[config.mk]
export PLATFORM = sky130hd
export DESIGN_NAME = hsb_axis_avst_shim_flat
export DESIGN_NICKNAME = d
export VERILOG_FILES = /design/src/rtl/hsb_axis_avst_shim_if.sv /design/src/rtl/hsb_axis_avst_shim.sv /design/src/flat_wrapper.sv
export SDC_FILE = /design/constraint.sdc
export NUM_CORES = 1
export LEC_CHECK = 0
export BUFFER_PORTS_ARGS = -buffer_cell sky130_fd_sc_hd__clkbuf_2
export CELL_PAD_IN_SITES_DETAIL_PLACEMENT = 1
export CELL_PAD_IN_SITES_GLOBAL_PLACEMENT = 1
export CORE_MARGIN = 2
export CORE_UTILIZATION = 30
export DETAILED_ROUTE_END_ITERATION = 10
export GPL_TIMING_DRIVEN = 0
export HOLD_SLACK_MARGIN = 0.06
export PLACE_DENSITY = 0.62
export SLEW_MARGIN = 40
export SYNTH_ARGS = -nofsm -noshare
export SYNTH_HDL_FRONTEND = slang
export SYNTH_SLANG_ARGS = --single-unit
[constraint.sdc]
create_clock -name clk -period 2.61 [get_ports clk]
set_clock_uncertainty 0.1 [all_clocks]
set_input_delay 0.783 -clock clk [delete_from_list [all_inputs] [get_ports clk]]
set_output_delay 0.783 -clock clk [all_outputs]
set_load 0.03 [all_outputs]
[src/rtl/hsb_axis_avst_shim_if.sv]
// ---------------------------------------------------------------------------
// hsb_axis_avst_shim_if
//
// Purpose:
//    Bundles the AXI4-Stream input side and the Avalon-ST output side of the
//    HSB AXIS -> Avalon-ST shim into one interface. The bridge instance uses
//    the slave view. An upstream producer / downstream consumer pair (or a
//    testbench) uses the master view.
//
// Parameters:
//    C_S_AXIS_TDATA_WIDTH  tdata / Avalon data width (multiple of 8)
//    C_AV_EMPTY_WIDTH      width of av_src_empty
//    C_AXIS_TUSER_WIDTH    width of tuser (bit 0 = start of packet)
//
// Signals:
//    s_axis_tdata / tkeep / tlast / tuser / tvalid   AXIS beat from producer
//    s_axis_tready                                  AXIS ready from bridge
//    av_src_data / startofpacket / endofpacket /
//    av_src_empty / av_src_valid                    Avalon-ST beat from bridge
//    av_src_ready                                   Avalon ready from consumer
// ---------------------------------------------------------------------------
interface hsb_axis_avst_shim_if #(
   parameter int C_S_AXIS_TDATA_WIDTH = 96,
   parameter int C_AV_EMPTY_WIDTH     = 4,
   parameter int C_AXIS_TUSER_WIDTH   = 1
);

   localparam int C_BYTES = C_S_AXIS_TDATA_WIDTH / 8;

   // AXI4-Stream side
   logic [C_S_AXIS_TDATA_WIDTH-1:0] s_axis_tdata;
   logic [C_BYTES-1:0]              s_axis_tkeep;
   logic                            s_axis_tlast;
   logic [C_AXIS_TUSER_WIDTH-1:0]   s_axis_tuser;
   logic                            s_axis_tvalid;
   logic                            s_axis_tready;

   // Avalon-ST side
   logic [C_S_AXIS_TDATA_WIDTH-1:0] av_src_data;
   logic                            av_src_startofpacket;
   logic                            av_src_endofpacket;
   logic [C_AV_EMPTY_WIDTH-1:0]     av_src_empty;
   logic                            av_src_valid;
   logic                            av_src_ready;

   // Bridge view: consumes AXIS beats, sources Avalon-ST beats
   modport slave (
      input  s_axis_tdata,
      input  s_axis_tkeep,
      input  s_axis_tlast,
      input  s_axis_tuser,
      input  s_axis_tvalid,
      output s_axis_tready,
      output av_src_data,
      output av_src_startofpacket,
      output av_src_endofpacket,
      output av_src_empty,
      output av_src_valid,
      input  av_src_ready
   );

   // Environment view: produces AXIS beats, sinks Avalon-ST beats
   modport master (
      output s_axis_tdata,
      output s_axis_tkeep,
      output s_axis_tlast,
      output s_axis_tuser,
      output s_axis_tvalid,
      input  s_axis_tready,
      input  av_src_data,
      input  av_src_startofpacket,
      input  av_src_endofpacket,
      input  av_src_empty,
      input  av_src_valid,
      output av_src_ready
   );

endinterface

[src/rtl/hsb_axis_avst_shim.sv]
// ---------------------------------------------------------------------------
// hsb_axis_avst_shim
//
// Purpose:
//    AXI4-Stream slave to Avalon-ST source bridge for the HSB subsystem.
//    Each accepted AXIS beat is converted (optional byte swap, tlast->eop,
//    tkeep->empty, SOP generation) and stored in a 2-entry skid buffer made
//    of an output register plus one skid register. Both s_axis_tready and
//    av_src_valid are driven directly from flops. A beat appears on the
//    Avalon side one cycle after it is accepted. The bridge sustains one
//    beat per cycle while the consumer keeps av_src_ready high.
//
// Parameters:
//    C_BYTE_SWAP          1: reverse byte order of tdata, 0: pass through
//    C_S_AXIS_TDATA_WIDTH data width, multiple of 8
//    C_AV_EMPTY_WIDTH     av_src_empty width, must hold C_BYTES-1
//    C_AXIS_TUSER_WIDTH   tuser width, only bit 0 is used
//    C_SOP_FROM_TUSER     1: sop = tuser[0], 0: sop from packet tracker
//
// Ports:
//    clk        single clock domain
//    resetn     asynchronous active-low reset, synchronous release assumed
//    bus        AXIS input / Avalon-ST output bundle (slave view)
//    err_tkeep  1-cycle pulse after an accepted beat with an illegal tkeep
// ---------------------------------------------------------------------------
module hsb_axis_avst_shim #(
   parameter int C_BYTE_SWAP          = 1,
   parameter int C_S_AXIS_TDATA_WIDTH = 96,
   parameter int C_AV_EMPTY_WIDTH     = 4,
   parameter int C_AXIS_TUSER_WIDTH   = 1,
   parameter int C_SOP_FROM_TUSER     = 0
) (
   input  logic                 clk,
   input  logic                 resetn,
   hsb_axis_avst_shim_if.slave  bus,
   output logic                 err_tkeep
);

   localparam int C_BYTES = C_S_AXIS_TDATA_WIDTH / 8;

   // Skid buffer occupancy: EMPTY = nothing held, BUSY = output register
   // holds a beat, FULL = output and skid registers both hold a beat.
   typedef enum logic [1:0] {
      SKID_EMPTY,
      SKID_BUSY,
      SKID_FULL
   } skid_state_t;

   // Packet tracker: IDLE = next accepted beat starts a packet.
   typedef enum logic {
      TRK_IDLE,
      TRK_INPKT
   } trk_state_t;

   skid_state_t skid_state;
   skid_state_t skid_next;
   trk_state_t  trk_state;
   trk_state_t  trk_next;

   logic accept;
   logic xfer;
   logic load_out_from_in;
   logic load_out_from_skid;
   logic load_skid;

   // Beat as converted at accept time
   logic [C_S_AXIS_TDATA_WIDTH-1:0] conv_data;
   logic                            conv_sop;
   logic                            conv_eop;
   logic [C_AV_EMPTY_WIDTH-1:0]     conv_empty;
   logic                            conv_err;
   logic [C_BYTES-1:0]              keep_inc;
   logic                            keep_contig;
   int                              keep_pop;

   // Output register (what the Avalon side currently sees)
   logic [C_S_AXIS_TDATA_WIDTH-1:0] out_data;
   logic                            out_sop;
   logic                            out_eop;
   logic [C_AV_EMPTY_WIDTH-1:0]     out_empty;
   logic                            out_valid;

   // Skid register (second beat held while the consumer stalls)
   logic [C_S_AXIS_TDATA_WIDTH-1:0] skid_data;
   logic                            skid_sop;
   logic                            skid_eop;
   logic [C_AV_EMPTY_WIDTH-1:0]     skid_empty;

   logic tready_q;
   logic err_q;

   assign accept = bus.s_axis_tvalid & tready_q;
   assign xfer   = out_valid & bus.av_src_ready;

   assign bus.s_axis_tready        = tready_q;
   assign bus.av_src_valid         = out_valid;
   assign bus.av_src_data          = out_data;
   assign bus.av_src_startofpacket = out_sop;
   assign bus.av_src_endofpacket   = out_eop;
   assign bus.av_src_empty         = out_empty;
   assign err_tkeep                = err_q;

   // Convert the incoming AXIS beat into its Avalon-ST form. tkeep is
   // expected to be LSB-first contiguous (2^n-1), which is the case exactly
   // when tkeep & (tkeep+1) is zero. A fully cleared tkeep on a tlast beat
   // cannot be expressed as an empty count, so it reports the largest legal
   // value and is flagged as an error.
   always_comb begin
      conv_data   = bus.s_axis_tdata;
      keep_pop    = 0;
      keep_inc    = bus.s_axis_tkeep + C_BYTES'(1);
      keep_contig = ((bus.s_axis_tkeep & keep_inc) == '0);

      if (C_BYTE_SWAP != 0) begin
         for (int i = 0; i < C_BYTES; i++) begin
            conv_data[8*i +: 8] = bus.s_axis_tdata[8*(C_BYTES-1-i) +: 8];
         end
      end

      for (int i = 0; i < C_BYTES; i++) begin
         if (bus.s_axis_tkeep[i]) begin
            keep_pop = keep_pop + 1;
         end
      end

      conv_eop   = bus.s_axis_tlast;
      conv_empty = '0;
      if (bus.s_axis_tlast) begin
         if (bus.s_axis_tkeep == '0) begin
            conv_empty = C_AV_EMPTY_WIDTH'(C_BYTES - 1);
         end else begin
            conv_empty = C_AV_EMPTY_WIDTH'(C_BYTES - keep_pop);
         end
      end

      conv_err = !keep_contig
               || (!bus.s_axis_tlast && !(&bus.s_axis_tkeep))
               || (bus.s_axis_tlast && (bus.s_axis_tkeep == '0));

      conv_sop = (C_SOP_FROM_TUSER != 0) ? bus.s_axis_tuser[0]
                                         : (trk_state == TRK_IDLE);
   end

   // Packet tracker next state: every accepted beat either opens a packet
   // (from IDLE) or continues it, and a tlast beat always closes it, which
   // also covers single-beat packets. Runs regardless of the SOP source.
   always_comb begin
      trk_next = trk_state;
      if (accept) begin
         trk_next = bus.s_axis_tlast ? TRK_IDLE : TRK_INPKT;
      end
   end

   // Skid FSM next state and register load selects. When the output register
   // is busy and the consumer stalls, a newly accepted beat parks in the skid
   // register; when the consumer takes the output beat, the skid beat moves
   // forward. tready is not offered in FULL, so no accept happens there.
   always_comb begin
      skid_next          = skid_state;
      load_out_from_in   = 1'b0;
      load_out_from_skid = 1'b0;
      load_skid          = 1'b0;

      case (skid_state)
         SKID_EMPTY: begin
            if (accept) begin
               skid_next        = SKID_BUSY;
               load_out_from_in = 1'b1;
            end
         end
         SKID_BUSY: begin
            if (accept && !xfer) begin
               skid_next = SKID_FULL;
               load_skid = 1'b1;
            end else if (accept && xfer) begin
               load_out_from_in = 1'b1;
            end else if (xfer) begin
               skid_next = SKID_EMPTY;
            end
         end
         SKID_FULL: begin
            if (xfer) begin
               skid_next          = SKID_BUSY;
               load_out_from_skid = 1'b1;
            end
         end
         default: begin
            skid_next = SKID_EMPTY;
         end
      endcase
   end

   // State registers. valid and ready are registered copies of the next
   // occupancy so that neither depends combinationally on the other side.
   always_ff @(posedge clk or negedge resetn) begin
      if (!resetn) begin
         skid_state <= SKID_EMPTY;
         trk_state  <= TRK_IDLE;
         out_valid  <= 1'b0;
         tready_q   <= 1'b1;
         err_q      <= 1'b0;
      end else begin
         skid_state <= skid_next;
         trk_state  <= trk_next;
         out_valid  <= (skid_next != SKID_EMPTY);
         tready_q   <= (skid_next != SKID_FULL);
         err_q      <= accept & conv_err;
      end
   end

   // Beat storage. The output register keeps its contents while stalled, so
   // the Avalon side stays stable until the transfer happens.
   always_ff @(posedge clk or negedge resetn) begin
      if (!resetn) begin
         out_data   <= '0;
         out_sop    <= 1'b0;
         out_eop    <= 1'b0;
         out_empty  <= '0;
         skid_data  <= '0;
         skid_sop   <= 1'b0;
         skid_eop   <= 1'b0;
         skid_empty <= '0;
      end else begin
         if (load_out_from_in) begin
            out_data  <= conv_data;
            out_sop   <= conv_sop;
            out_eop   <= conv_eop;
            out_empty <= conv_empty;
         end else if (load_out_from_skid) begin
            out_data  <= skid_data;
            out_sop   <= skid_sop;
            out_eop   <= skid_eop;
            out_empty <= skid_empty;
         end

         if (load_skid) begin
            skid_data  <= conv_data;
            skid_sop   <= conv_sop;
            skid_eop   <= conv_eop;
            skid_empty <= conv_empty;
         end
      end
   end

endmodule
[src/flat_wrapper.sv]
// flat-port wrapper written by rule: the top's interface ports become plain ports
module hsb_axis_avst_shim_flat 
#(
   parameter int C_BYTE_SWAP          = 1,
   parameter int C_S_AXIS_TDATA_WIDTH = 96,
   parameter int C_AV_EMPTY_WIDTH     = 4,
   parameter int C_AXIS_TUSER_WIDTH   = 1,
   parameter int C_SOP_FROM_TUSER     = 0
)
  (clk, resetn, err_tkeep, bus_s_axis_tdata, bus_s_axis_tkeep, bus_s_axis_tlast, bus_s_axis_tuser, bus_s_axis_tvalid, bus_s_axis_tready, bus_av_src_data, bus_av_src_startofpacket, bus_av_src_endofpacket, bus_av_src_empty, bus_av_src_valid, bus_av_src_ready);
  hsb_axis_avst_shim_if #(.C_S_AXIS_TDATA_WIDTH(C_S_AXIS_TDATA_WIDTH), .C_AV_EMPTY_WIDTH(C_AV_EMPTY_WIDTH), .C_AXIS_TUSER_WIDTH(C_AXIS_TUSER_WIDTH)) bus_i ();
  input  logic clk;
  input  logic resetn;
  output logic err_tkeep;
  input wire logic [$bits(bus_i.s_axis_tdata)-1:0] bus_s_axis_tdata;
  input wire logic [$bits(bus_i.s_axis_tkeep)-1:0] bus_s_axis_tkeep;
  input wire logic [$bits(bus_i.s_axis_tlast)-1:0] bus_s_axis_tlast;
  input wire logic [$bits(bus_i.s_axis_tuser)-1:0] bus_s_axis_tuser;
  input wire logic [$bits(bus_i.s_axis_tvalid)-1:0] bus_s_axis_tvalid;
  output wire logic [$bits(bus_i.s_axis_tready)-1:0] bus_s_axis_tready;
  output wire logic [$bits(bus_i.av_src_data)-1:0] bus_av_src_data;
  output wire logic [$bits(bus_i.av_src_startofpacket)-1:0] bus_av_src_startofpacket;
  output wire logic [$bits(bus_i.av_src_endofpacket)-1:0] bus_av_src_endofpacket;
  output wire logic [$bits(bus_i.av_src_empty)-1:0] bus_av_src_empty;
  output wire logic [$bits(bus_i.av_src_valid)-1:0] bus_av_src_valid;
  input wire logic [$bits(bus_i.av_src_ready)-1:0] bus_av_src_ready;
  assign bus_i.s_axis_tdata = bus_s_axis_tdata;
  assign bus_i.s_axis_tkeep = bus_s_axis_tkeep;
  assign bus_i.s_axis_tlast = bus_s_axis_tlast;
  assign bus_i.s_axis_tuser = bus_s_axis_tuser;
  assign bus_i.s_axis_tvalid = bus_s_axis_tvalid;
  assign bus_s_axis_tready = bus_i.s_axis_tready;
  assign bus_av_src_data = bus_i.av_src_data;
  assign bus_av_src_startofpacket = bus_i.av_src_startofpacket;
  assign bus_av_src_endofpacket = bus_i.av_src_endofpacket;
  assign bus_av_src_empty = bus_i.av_src_empty;
  assign bus_av_src_valid = bus_i.av_src_valid;
  assign bus_i.av_src_ready = bus_av_src_ready;
  hsb_axis_avst_shim #(.C_BYTE_SWAP(C_BYTE_SWAP), .C_S_AXIS_TDATA_WIDTH(C_S_AXIS_TDATA_WIDTH), .C_AV_EMPTY_WIDTH(C_AV_EMPTY_WIDTH), .C_AXIS_TUSER_WIDTH(C_AXIS_TUSER_WIDTH), .C_SOP_FROM_TUSER(C_SOP_FROM_TUSER)) u_core (.clk(clk), .resetn(resetn), .bus(bus_i), .err_tkeep(err_tkeep));
endmodule
== After elaboration in Yosys (flattened, before gate mapping) ==
Cells that the tools add are included.

* Flip-flop bits (word level): 210
* Input port bits: 114

* Bitwise logic cells: 5
* Add/sub/neg operators: 13
* Reduce and logical (&&, ||, !) cells: 16
* Mux-type cells: 37
* Equality and inequality tests: 3

{| class="wikitable"
|+ Operators with widths
! cell !! number
|-
| two-way mux 96 bit || 2
|-
| two-way mux 4 bit || 14
|-
| adder 4 x 2 -> 4 bit, second input constant || 9
|-
| logical NOT 12 bit || 2
|-
| two-way mux 1 bit || 13
|-
| adder 12 x 1 -> 12 bit, second input constant || 1
|-
| AND 12 bit || 1
|-
| two-way mux 2 bit || 6
|-
| AND reduction 12 bit || 1
|-
| case mux 2 bit (3 select lines) || 1
|-
| logical AND 1 bit || 4
|-
| logical NOT 1 bit || 4
|-
| nonzero test 2 bit || 2
|-
| subtractor 3 x 4 -> 4 bit, first input constant || 1
|-
| adder 2 x 1 -> 3 bit, second input constant || 1
|-
| AND 1 bit || 3
|-
| adder 1 x 1 -> 2 bit, second input constant || 1
|-
| == test 2 x 1 -> 1 bit, second input constant || 1
|-
| == test 2 bit, second input constant || 1
|-
| logical NOT 2 bit || 1
|-
| logical OR 1 bit || 2
|-
| inequality test 2 bit, second input constant || 1
|-
| case mux 1 bit (2 select lines) || 1
|-
| inverter 1 bit || 1
|}

== Depth between registers and ports, before layout ==
* Depth in word-level cells: 27
* Mapped depth: 33

== Worst setup path before layout ==
No wires, ideal clock.

* Kind: input to register
* Start point: input bus_s_axis_tkeep[0]
* End point: register u_core.out_empty[3], in the netlist u_core.bus.av_src_empty[3]
* Path buffers: 0
* Arrival time: 7177 ps
* Stages: 32
* Required time: 2390 ps
* Slack: -4786 ps
* Library setup time: 120 ps
* Path through: inv_1 ha_1 xnor2_4 inv_2 ha_1 xnor2_1 o221a_4 inv_1 ha_1 and2_1 o21a_1 a2111oi_0 o31ai_1 a221oi_1 ha_1 nand2_1 o31a_1 xor2_1 a21oi_1 ha_1 xor2_1 nand3_1 o311a_2 ha_1 nand2_1 xnor2_1 and2_1 a22oi_2 nor3_2 xnor3_1 xor2_1 a31o_1

* Cells in the longest elaborated chain, start to end: 27
* Elaborated cells between the ends (all ways): 28
* Those cells by class: add/sub: 12; mux: 15; reduce/logical: 1

{| class="wikitable"
|+ RTL lines
! what !! RTL line !! text
|-
| start: declaration || flat_wrapper.sv:16 || <nowiki>input wire logic [$bits(bus_i.s_axis_tkeep)-1:0] bus_s_axis_tkeep;</nowiki>
|-
| two-way mux 1 bit || hsb_axis_avst_shim.sv:121 || <nowiki>if (bus.s_axis_tkeep[i]) begin</nowiki>
|-
| adder 1 x 1 -> 2 bit || hsb_axis_avst_shim.sv:122 || <nowiki>keep_pop = keep_pop + 1;</nowiki>
|-
| two-way mux 2 bit || hsb_axis_avst_shim.sv:121 ||
|-
| adder 2 x 1 -> 3 bit || hsb_axis_avst_shim.sv:122 ||
|-
| two-way mux 4 bit || hsb_axis_avst_shim.sv:121 ||
|-
| adder 4 x 2 -> 4 bit || hsb_axis_avst_shim.sv:122 ||
|-
| two-way mux 4 bit || hsb_axis_avst_shim.sv:121 ||
|-
| adder 4 x 2 -> 4 bit || hsb_axis_avst_shim.sv:122 ||
|-
| [11 not listed] || -- ||
|-
| adder 4 x 2 -> 4 bit || hsb_axis_avst_shim.sv:122 ||
|-
| two-way mux 4 bit || hsb_axis_avst_shim.sv:121 ||
|-
| adder 4 x 2 -> 4 bit || hsb_axis_avst_shim.sv:122 ||
|-
| two-way mux 4 bit || hsb_axis_avst_shim.sv:121 ||
|-
| subtractor 3 x 4 -> 4 bit || hsb_axis_avst_shim.sv:132 || <nowiki>conv_empty = C_AV_EMPTY_WIDTH'(C_BYTES - keep_pop);</nowiki>
|-
| two-way mux 4 bit (*) || hsb_axis_avst_shim.sv:129 || <nowiki>if (bus.s_axis_tkeep == '0) begin</nowiki>
|-
| two-way mux 4 bit (*) || hsb_axis_avst_shim.sv:128 || <nowiki>if (bus.s_axis_tlast) begin</nowiki>
|-
| two-way mux 4 bit (*) || hsb_axis_avst_shim.sv:224 || <nowiki>if (load_out_from_in) begin</nowiki>
|-
| end signal: assignment || hsb_axis_avst_shim.sv:228 || <nowiki>out_empty <= conv_empty;</nowiki>
|-
| end signal: assignment || hsb_axis_avst_shim.sv:233 || <nowiki>out_empty <= skid_empty;</nowiki>
|-
| end: declaration || hsb_axis_avst_shim.sv:80 || <nowiki>logic [C_AV_EMPTY_WIDTH-1:0] out_empty;</nowiki>
|}

Mark *: on every way between the ends. The rest lies on a longest branch, timed or not.
A chain may end at the register's enable or synchronous reset.

== Worst setup path after layout ==
* Start point: input bus_s_axis_tkeep[0]
* End point: register u_core.skid_empty[3]

* Cells in the longest elaborated chain, start to end: 26
* Elaborated cells between the ends (all ways): 27
* Those cells by class: add/sub: 12; mux: 14; reduce/logical: 1

{| class="wikitable"
|+ RTL lines
! what !! RTL line !! text
|-
| two-way mux 1 bit || hsb_axis_avst_shim.sv:121 ||
|-
| adder 1 x 1 -> 2 bit || hsb_axis_avst_shim.sv:122 ||
|-
| two-way mux 2 bit || hsb_axis_avst_shim.sv:121 ||
|-
| adder 2 x 1 -> 3 bit || hsb_axis_avst_shim.sv:122 ||
|-
| two-way mux 4 bit || hsb_axis_avst_shim.sv:121 ||
|-
| adder 4 x 2 -> 4 bit || hsb_axis_avst_shim.sv:122 ||
|-
| two-way mux 4 bit || hsb_axis_avst_shim.sv:121 ||
|-
| adder 4 x 2 -> 4 bit || hsb_axis_avst_shim.sv:122 ||
|-
| [10 not listed] || -- ||
|-
| two-way mux 4 bit || hsb_axis_avst_shim.sv:121 ||
|-
| adder 4 x 2 -> 4 bit || hsb_axis_avst_shim.sv:122 ||
|-
| two-way mux 4 bit || hsb_axis_avst_shim.sv:121 ||
|-
| adder 4 x 2 -> 4 bit || hsb_axis_avst_shim.sv:122 ||
|-
| two-way mux 4 bit || hsb_axis_avst_shim.sv:121 ||
|-
| subtractor 3 x 4 -> 4 bit || hsb_axis_avst_shim.sv:132 ||
|-
| two-way mux 4 bit (*) || hsb_axis_avst_shim.sv:129 ||
|-
| two-way mux 4 bit (*) || hsb_axis_avst_shim.sv:128 ||
|-
| end signal: assignment || hsb_axis_avst_shim.sv:240 || <nowiki>skid_empty <= conv_empty;</nowiki>
|-
| end: declaration || hsb_axis_avst_shim.sv:87 || <nowiki>logic [C_AV_EMPTY_WIDTH-1:0] skid_empty;</nowiki>
|}

Marks and branches as above.

==> out/qor.csv <==
stage,metric,value,unit
cts,TritonCTS Sinks,210,
yosys,dominant cells by area after synthesis,"dfrtp_1 54%, nand2_1 20%, a22oi_1 7.5%",
global_routing,largest net degree at the start of global routing,58,
timing,setup violators final,8,
global_routing,first-pass GRT wire length,48500,um
worst_setup_path,critical path class,in2reg,
cts,Max Buffers Root-to-Sink,3,
yosys,Ys Warns,0,
yosys,sequential element share of the synthesized area,0.538,
yosys,Syn Area/Cell,8.95,um2
timing,final worst-path cycle share,2.39,
detailed_routing,vias per cell,4.69,
final_layout,Layout area overhead,30.8,%
detailed_routing,Vias,8526,
timing,Setup WS post-layout,-3.62,ns
timing,Worst Tran Pin Value,0.942,ns
timing,"Hold Vio Cnt, Final",0,
yosys,Synth Register Bits,210,
yosys,post-synth top area share,0.535,
floorplanning,# IOs,219,
detailed_routing,WL/cell,16.9,um
worst_setup_path,flop-to-flop setup slack,0.21,ns
flow_run,max cap viols,0,
final_layout,"Core Util, Final",0.396,
power,internal power,0.00951,W
power,sw frac,0.430,
worst_setup_path,"Slowest-stage cell, CP",ha_1,
worst_setup_path,WP data arrival,6.55,ns
yosys,"Async S/R FF share, synth",1.00,
detailed_routing,Iter 0 DRT Violations,299,
power,Switch Pwr,0.00718,W
timing,max_slew headroom,0.363,
detailed_routing,DR pass1 iterations,4,
yosys,post-synth top area cell,dfrtp_1,
yosys,Post-synth EDFFs,0,
global_routing,grt total ovfl,0,
detailed_routing,antenna-violating nets left,0,
cts,TritonCTS buffer count,25,
yosys,most common cell in the netlist,nand2_1,
timing,setup TNS,-20.92,ns
placed_design,# port buffers,211,
final_layout,fraction of layout cells with a size suffix above 1,0.256,
cts,TritonCTS clock tree,built,
power,peak supply drop,560,uV
cts,Root Driver,clkbuf_16,
cts,H-tree depth,1,
floorplanning,Die X-Extent,184,um
global_routing,vias in the first global route,8810,
power,leak pwr,6.64,nW
global_routing,Tot GR Track Use,0.180,
timing,Slew Limit Fails,0,
floorplanning,FP Rows,66,
yosys,Mapped Nets,1219,
timing,fin crit period,6.23,ns
timing,fmax,160,MHz
power,clock network fraction of total power,0.223,
cts,Clock Latency Late Sink,0.54,ns
floorplanning,Die H,184,um
final_layout,fill count,3808,
placed_design,gp weighted congestion,0.745,
power,Reg power frac,0.340,
worst_setup_path,"Data required, critical path",2.92,ns
yosys,Synth Instances,1091,
yosys,dominant synthesized flop cell,dfrtp_1,
final_layout,nets,1483,
worst_setup_path,worst path bufs/invs,4,
worst_setup_path,CP top delay family,compound AO/OA/AOI/OAI gates,
status,failing checks,negative setup slack,
cts,Worst-path clk slew,0.06,ns
power,Design Power,0.0167,W
detailed_routing,final wirelength,30700,um
timing,RSZ-0062 raised after global routing,yes,
worst_setup_path,CP Max Fanout,4,
worst_setup_path,Worst setup SP type,primary input,
yosys,leading cell types by count after synthesis,"519 x nand2_1, 209 x dfrtp_1, 98 x a22oi_1, 49 x clkbuf_1, 25 x nor2_1",
worst_setup_path,critical path endpoint category,register,
detailed_routing,DRC Markers,0,
status,status,"complete, but fails checks",
global_routing,initial antenna violation count,3,
floorplanning,Initial Util,0.303,
power,combinational share of power,0.437,
yosys,synthesized area,0.00977,mm2
worst_setup_path,cell mode on critical path,ha_4,
yosys,synth unique cells,63,
worst_setup_path,Worst path max stage delay,0.30,ns
power,power density cells,1310,mW/mm2
floorplanning,die area,0.0340,mm2
worst_hold_path,Worst Hold Class,in2async,
floorplanning,Core ar.,0.0323,mm2
placed_design,hpwl dp,21800,um
## flip-flops by register name, summed over array words and instances (netlist names)
signal                           cells
u_core.skid_data                    96
u_core.skid_eop                      1
u_core.bus.av_src_data              96
u_core.skid_sop                      1
u_core.bus.av_src_endofpacket        1
u_core.err_tkeep                     1
u_core.trk_state                     1
u_core.bus.av_src_valid              1
u_core.bus.s_axis_tready             1
u_core.skid_state                    2
u_core.bus.av_src_empty              4
u_core.skid_empty                    4
u_core.bus.av_src_startofpacket      1
## area by class of cell
| type | instances | area [um2] | share of cell area |
|---|---|---|---|
| tap | 442 | 553 | 0.0433 |
| inverter | 9 | 37.5 | 0.00294 |
| clock inverter | 12 | 181 | 0.0142 |
| antenna | 1 | 2.50 | 0.000196 |
| multi-input combinational | 805 | 4410 | 0.345 |
| timing repair buffer | 239 | 1360 | 0.106 |
| sequential | 210 | 5260 | 0.411 |
| clock buffer | 33 | 696 | 0.0544 |
| buffer | 65 | 283 | 0.0221 |
## through the flow
step | cell area [um2] | instances | setup WS [ns] | hold WS (ns)
final | 12800 | 1816 | -3.62 | 0.125
after detailed placement | 11600 | 1748 | -4.77 | 0.362
after global routing | 12800 | 1815 | -3.85 | 0.145
after global placement | 11500 | 1744 | -4.76 | 0.357
after floorplan | 9880 | 1091 | -3.93 | 0.346
after CTS | 12700 | 1809 | -3.73 | 0.118
## what timing repair did
| item | CTS | global route |
|---|---|---|
| gates resized for setup | 18 | 19 |
| setup endpoints to repair | 116 | 167 |
| hold buffers | 0 | 0 |
| setup buffers | 18 | 6 |
| pin swaps | 17 | 16 |
## power by group through the flow
stage | Combinational (W) | Sequential, W | Clock [W]
after global placement | 0.00691 | 0.00567 | 0
after CTS | 0.00730 | 0.00568 | 0.00383
final | 0.00730 | 0.00567 | 0.00372
after global routing | 0.00812 | 0.00587 | 0.00397
after detailed placement | 0.00708 | 0.00571 | 0
after floorplan | 0.00340 | 0.00703 | 0
## worst reg2reg max path, delay by kind of cell, from the launching register on
family        cells  cell delay (ns)
flops             1             0.52
simple gates      4             0.86
buf+inv           2             0.86
## kinds of logic after synthesis
| group | share of synthesized area |
|---|---|
| and+or+nand+nor | 0.239 |
| adders and majority gates | 0.0179 |
| xor gates and xnor gates | 0.0441 |
| muxes | 0.00858 |
| AOI/OAI and AO/OA | 0.121 |
| DFF | 0.538 |
| buffers and inverters | 0.0316 |
## routing by layer
layer,wire (um),share of wire,vias to the layer above,track usage
met1,14000,0.45,4165,0.243
met3,2260,0.074,31,0.0492
met5,0,0,-,0
met2,14100,0.46,204,0.292
li1,-,-,4126,-
met4,420,0.014,0,0.0320
## path summary, 6_finish.rpt
kind | start | cells after the start | end
min reg2reg | u_core.skid_data[44]$_DFFE_PN0P_ | 2 | u_core.skid_data[44]$_DFFE_PN0P_
min in group clk | bus_s_axis_tdata[38] | 3 | u_core.skid_data[62]$_DFFE_PN0P_
max | bus_s_axis_tkeep[0] | 34 | u_core.skid_empty[3]$_DFFE_PN0P_
max in group asynchronous | resetn | 3 | u_core.skid_data[59]$_DFFE_PN0P_
min | resetn | 1 | u_core.bus.av_src_data[89]$_DFFE_PN0P_
max reg2reg | u_core.bus.s_axis_tready$_DFF_PN1_ | 6 | u_core.skid_data[23]$_DFFE_PN0P_
## layout by cell type (no fill, tap or decap), types with 3 or more instances in the layout
master     synthesis  routed
nand2_1          519     518
clkbuf_2           0     219
dfrtp_1          209     209
a22oi_1           98      98
clkbuf_1          49      42
clkbuf_16          0      26
buf_4              0      24
nor2_1            25      23
nand3_1           12      12
xor2_1            13      11
xnor2_1           14      10
a21oi_1           10      10
buf_2              7       9
ha_1              14       9
nand2b_1           6       6
buf_1              9       6
o21ai_1            1       6
xor2_2             3       5
mux2i_1            5       5
o21ai_0           11       5
ha_4               0       5
clkbuf_8           0       5
clkinv_2           0       5
xnor2_4            3       4
inv_2              2       4
xnor2_2            1       4
nor3_1             5       4
inv_1              7       4
bufinv_16          0       4
buf_6              2       3
nor2b_1            3       3
and2_1             4       3
nor3b_1            5       3
buf_16             0       3
No activity file was read; power rests on OpenSTA's default activity.
